===== config.mk =====
export PLATFORM = sky130hd
export DESIGN_NAME = unpacker
export DESIGN_NICKNAME = d
export VERILOG_FILES = /design/src/rtl/unpacker.sv
export SDC_FILE = /design/constraint.sdc
export NUM_CORES = 1
export LEC_CHECK = 0
export CORE_MARGIN = 4
export CORE_UTILIZATION = 50
export CTS_CLUSTER_DIAMETER = 120
export DETAILED_ROUTE_END_ITERATION = 8
export PLACE_DENSITY = 0.81
export SKIP_CTS_REPAIR_TIMING = 1
export SYNTH_ARGS = -nofsm -noshare
export SYNTH_HDL_FRONTEND = slang
export SYNTH_SLANG_ARGS = --single-unit

===== constraint.sdc =====
create_clock -name aclk -period 4.4 [get_ports aclk]
set_clock_uncertainty 0.1 [all_clocks]
set_input_delay 0.44 -clock aclk [delete_from_list [all_inputs] [get_ports aclk]]
set_output_delay 0.44 -clock aclk [all_outputs]
set_load 0.005 [all_outputs]

===== src/rtl/unpacker.sv =====
// -----------------------------------------------------------------------------
// unpacker
//   Converts a packed 24-bit pixel byte stream (four pixels per three 32-bit
//   words, per-pixel byte order g,b,r) into one pixel per output transfer.
//
//   Word layout (byte0..byte3):
//     W0 = g0 b0 r0 g1 | W1 = b1 r1 g2 b2 | W2 = r2 g3 b3 r3
//
// Ports
//   aclk, aresetn      clock, asynchronous active-low reset
//   in_stream_tdata    packed input word, byte0 = bits[7:0]
//   in_stream_tkeep    ignored, every word is taken as full
//   in_stream_tlast    last word of a line
//   in_stream_tuser    first word of a frame
//   in_stream_tvalid   input word valid
//   in_stream_tready   input word accepted when tvalid && tready
//   r, g, b            unpacked pixel colour
//   valid / ready      output pixel handshake
//   sof / eol          pixel is first of frame / last of line
//   pack_err           sticky malformed-stream flag, cleared only by reset
// -----------------------------------------------------------------------------
module unpacker (
   input  logic        aclk,
   input  logic        aresetn,
   input  logic [31:0] in_stream_tdata,
   input  logic [3:0]  in_stream_tkeep,
   input  logic        in_stream_tlast,
   input  logic        in_stream_tuser,
   input  logic        in_stream_tvalid,
   output logic        in_stream_tready,
   output logic [7:0]  r,
   output logic [7:0]  g,
   output logic [7:0]  b,
   output logic        valid,
   input  logic        ready,
   output logic        sof,
   output logic        eol,
   output logic        pack_err
);

   typedef enum logic [1:0] {
      PH0 = 2'd0,
      PH1 = 2'd1,
      PH2 = 2'd2,
      PH3 = 2'd3
   } phase_t;

   phase_t      r_phase, w_phase_nxt;
   logic [23:0] r_carry, w_carry_nxt;   // leftover bytes, first pending byte in [7:0]
   logic        r_last,  w_last_nxt;    // tlast seen on the phase-2 word
   logic [7:0]  r_r, r_g, r_b, w_r_nxt, w_g_nxt, w_b_nxt;
   logic        r_valid, r_sof, r_eol, r_err;
   logic        w_valid_nxt, w_sof_nxt, w_eol_nxt, w_err_nxt;
   logic        w_load_en, w_accept, w_resync;
   logic        w_unused_tkeep;

   assign w_unused_tkeep   = ^in_stream_tkeep;
   assign w_load_en        = !r_valid || ready;
   assign in_stream_tready = aresetn && w_load_en && (r_phase != PH3);
   assign w_accept         = in_stream_tvalid && in_stream_tready;
   // tuser forces a phase-0 decode regardless of the current phase
   assign w_resync         = in_stream_tuser || (r_phase == PH0);

   always_comb begin
      w_phase_nxt = r_phase;
      w_carry_nxt = r_carry;
      w_last_nxt  = r_last;
      w_r_nxt     = r_r;
      w_g_nxt     = r_g;
      w_b_nxt     = r_b;
      w_valid_nxt = r_valid;
      w_sof_nxt   = r_sof;
      w_eol_nxt   = r_eol;
      w_err_nxt   = r_err;

      if (w_load_en) begin
         if (r_phase == PH3) begin
            // fourth pixel comes entirely from the carry, no word consumed
            w_g_nxt     = r_carry[7:0];
            w_b_nxt     = r_carry[15:8];
            w_r_nxt     = r_carry[23:16];
            w_valid_nxt = 1'b1;
            w_sof_nxt   = 1'b0;
            w_eol_nxt   = r_last;
            w_carry_nxt = '0;
            w_last_nxt  = 1'b0;
            w_phase_nxt = PH0;
         end else if (w_accept) begin
            w_valid_nxt = 1'b1;
            w_sof_nxt   = 1'b0;
            w_eol_nxt   = 1'b0;
            if (w_resync) begin
               w_g_nxt     = in_stream_tdata[7:0];
               w_b_nxt     = in_stream_tdata[15:8];
               w_r_nxt     = in_stream_tdata[23:16];
               w_sof_nxt   = in_stream_tuser;
               w_carry_nxt = {16'h0000, in_stream_tdata[31:24]};
               w_phase_nxt = PH1;
               if (r_phase != PH0) begin
                  w_err_nxt = 1'b1;
               end
            end else if (r_phase == PH1) begin
               w_g_nxt     = r_carry[7:0];
               w_b_nxt     = in_stream_tdata[7:0];
               w_r_nxt     = in_stream_tdata[15:8];
               w_carry_nxt = {8'h00, in_stream_tdata[31:16]};
               w_phase_nxt = PH2;
            end else begin
               w_g_nxt     = r_carry[7:0];
               w_b_nxt     = r_carry[15:8];
               w_r_nxt     = in_stream_tdata[7:0];
               w_carry_nxt = in_stream_tdata[31:8];
               w_last_nxt  = in_stream_tlast;
               w_phase_nxt = PH3;
            end
            // tlast anywhere but a completing phase-2 word truncates the group;
            // evaluated after the tuser decode so both rules compose
            if (in_stream_tlast && (w_phase_nxt != PH3)) begin
               w_eol_nxt   = 1'b1;
               w_carry_nxt = '0;
               w_phase_nxt = PH0;
               w_err_nxt   = 1'b1;
            end
         end else begin
            w_valid_nxt = 1'b0;
         end
      end
   end

   always_ff @(posedge aclk or negedge aresetn) begin
      if (!aresetn) begin
         r_phase <= PH0;
         r_carry <= '0;
         r_last  <= 1'b0;
         r_r     <= '0;
         r_g     <= '0;
         r_b     <= '0;
         r_valid <= 1'b0;
         r_sof   <= 1'b0;
         r_eol   <= 1'b0;
         r_err   <= 1'b0;
      end else begin
         r_phase <= w_phase_nxt;
         r_carry <= w_carry_nxt;
         r_last  <= w_last_nxt;
         r_r     <= w_r_nxt;
         r_g     <= w_g_nxt;
         r_b     <= w_b_nxt;
         r_valid <= w_valid_nxt;
         r_sof   <= w_sof_nxt;
         r_eol   <= w_eol_nxt;
         r_err   <= w_err_nxt;
      end
   end

   assign r        = r_r;
   assign g        = r_g;
   assign b        = r_b;
   assign valid    = r_valid;
   assign sof      = r_sof;
   assign eol      = r_eol;
   assign pack_err = r_err;

endmodule


==> impl_metrics.ini <==
[run_status]
outcome = complete, no violations

[global_routing]
grt_max_degree = 58
grt_antenna_before_repair = 0
grt_pass1_wl_um = 13000
track_usage = 0.226
grt_pass1_vias = 2607
overflow = 0

[floorplanning]
io_pins = 71
die_h_um = 84.4
die_x_um = 84.4
core-area_mm2 = 0.00557
start_util = 0.523
die_area_mm2 = 0.00712
rows = 27

[routing]
wire_per_inst_um = 18.4
wl_um = 8190
via_count = 2745
viasPerCell = 6.15
drtAntennaViolNets = 0
firstDrtPassIters = 5
drtIter0Drc = 297
drcViolationCount = 0

[timing]
slew_violations = 0
finalSetupViolCount = 0
fin_crit_sh = 0.646
hold_violations = 0
rsz0062_at_grt = no
worst_pin_slew_ns = 1.00
max_freq_mhz = 352
slew_headroom = 0.331
min_period_ns = 2.84
fin_setup_tns_ns = 0

[worst_setup_path]
r2r-end = r_carry[3]
endpoint_kind = flop
crit_arrival_ns = 2.90
crit_chain = clkdlybuf4s50_1 -> nand2b_1 -> a21o_1 -> mux2i_1 -> o21ai_1
required_ns = 4.46
ff2ff_path_depth = 4
startpoint_type = primary input
slowest_stage = clkdlybuf4s50_1
worstSetupPathType = primary input to flop
max_stage_delay_ns = 0.80
reg2reg_setup_slack_ns = 1.58
timing.rr.start = r_phase[1]
endpoint = g[7]
cp_max_fo = 16
critPathLaunch = in_stream_tuser

[yosys]
synth-seq-cells = 55
synth_nets = 366
postSynthAreaPerCell_um2 = 9.01
yosysWarnings = 0
synth_cell_types = 35
async_reset_ff_frac = 1.00
synth_enable_flop_cells = 0
seq_area_frac_synth = 0.472
postSynthCellCount = 324
synth_area_mm2 = 0.00292
synth_ff_type = dfrtp_1

[clocking]
clock_sinks = 55
cts_root_buffer = clkbuf_8
cts_buffer_depth = 2
clkSlewWorstSetupHoldPaths_ns = 0.09
cts_inserted_buffers = 5
cts_tree = done
htreeDepth = 2
insertion_delay_ns = 0.31

[place]
dp_cells = 438
globalplace.congestion = 0.884
dp.final_hpwl_um = 5400
portBuffers = 66

[final_layout]
antennaDiodeCount = 0
syn2layout_area_growth_pct = 24.4
drive_gt1_frac = 0.0455
stdcell_count = 446
final_nets = 415

[min_path]
hold_path_class = primary input to async pin

[job]
cap_violations = 0

[power_and_ir_drop]
peakVddDrop_uv = 302
p_per_area_mw_per_mm2 = 605
leakagePower_uw = 0.00153
[area by class of cell]
class                      count  area, um^2
inverter                      10        37.5
clock inverter                 2        12.5
timing repair buffer          69         678
tap                           72        90.1
multi-input combinational    232        1360
fill                         492        1940
clock buffer                   6        72.6
sequential                    55        1380
[cell usage after synthesis, types with 2 or more instances]
cell | n | area share
o22ai_1 | 8 | 0.017
mux2i_1 | 8 | 0.027
nor2_1 | 12 | 0.015
nand2b_1 | 2 | 0.0043
buf_6 | 2 | 0.0077
a22oi_1 | 8 | 0.021
a222oi_1 | 8 | 0.027
buf_2 | 11 | 0.019
o21ai_1 | 32 | 0.055
dfrtp_1 | 55 | 0.47
o21ai_0 | 16 | 0.027
a21o_1 | 10 | 0.026
clkbuf_1 | 10 | 0.013
inv_1 | 9 | 0.012
nor2b_1 | 6 | 0.013
a21oi_1 | 4 | 0.0069
buf_4 | 3 | 0.0077
o41ai_1 | 2 | 0.0060
o32ai_1 | 8 | 0.024
o31ai_1 | 18 | 0.046
nand2_1 | 71 | 0.091
o311a_1 | 8 | 0.027
[placed cells by master (no fill, tap or decap), types with 5 or more instances in the layout]
cell	netlist	routed
nand2_1	71	71
clkdlybuf4s50_1	0	65
dfrtp_1	55	55
o21ai_1	32	32
o31ai_1	18	18
o21ai_0	16	16
nor2_1	12	12
a21o_1	10	9
inv_1	9	9
a22oi_1	8	8
o22ai_1	8	8
o311a_1	8	8
o32ai_1	8	8
a222oi_1	8	8
mux2i_1	8	8
nor2b_1	6	6
clkbuf_8	0	5
[kinds of logic after synthesis]
family	count (synthesis)	share of synthesized area
DFF	55	0.472
and+or+nand+nor	99	0.147
buffers and inverters	37	0.0613
muxes	8	0.0274
AOI/OAI and AO/OA	125	0.293
[worst max-delay path: cells and delay by family]
kind | cells | cell delay, ns
AOI/OAI and AO/OA | 2 | 0.79
buffers and inverters | 1 | 0.80
muxes | 1 | 0.28
and+or+nand+nor | 1 | 0.58
[report_power, final]
| part | total, uW | leakage (uW) | internal (uW) | switching (uW) |
|---|---|---|---|---|
| clock network | 279 | 0.0000412 | 112 | 167 |
| logic | 1040 | 0.000783 | 512 | 531 |
| registers | 875 | 0.000702 | 703 | 172 |
[sequential cells by signal, indices dropped and copies added, names as in the netlist]
signal	cells
g	8
pack_err	1
r	8
sof	1
b	8
r_last	1
valid	1
r_carry	24
eol	1
r_phase	2
[through the flow]
stage                     total power (uW)  setup slack, ns  hold WS, ns   util  instance area (um^2)
after floorplan                       1500             2.78       0.0444      -                  2920
after global placement                1890             1.34        0.358  0.636                  3550
after detailed placement              1920             1.33        0.352  0.636                  3550
after CTS                             2200             1.61        0.288  0.651                  3630
after global routing                  2350             1.37        0.324  0.651                  3630
final                                 2200             1.56        0.257  0.651                  3630
[worst min-delay path by stage]
stage | startpoint | endpoint | slack (ns) | depth (start not counted)
6_report | aresetn | g[4] | 0.26 | 2
5_1_grt | aresetn | b[3] | 0.32 | 2
4_1_cts | aresetn | r[4] | 0.29 | 2
3_5_place_dp | pack_err | pack_err | 0.35 | 2
3_3_place_gp | pack_err | pack_err | 0.36 | 2
2_1_floorplan | aresetn | b[0] | 0.04 | 0
[metal layers]
layer	GRT usage	up-vias	wire length, um
met4	0.0691	0	179
met5	0	-	0
met3	0.0618	22	784
li1	-	1277	-
met2	0.353	159	3620
met1	0.309	1287	3600
No activity file was read; power rests on OpenSTA's default activity.
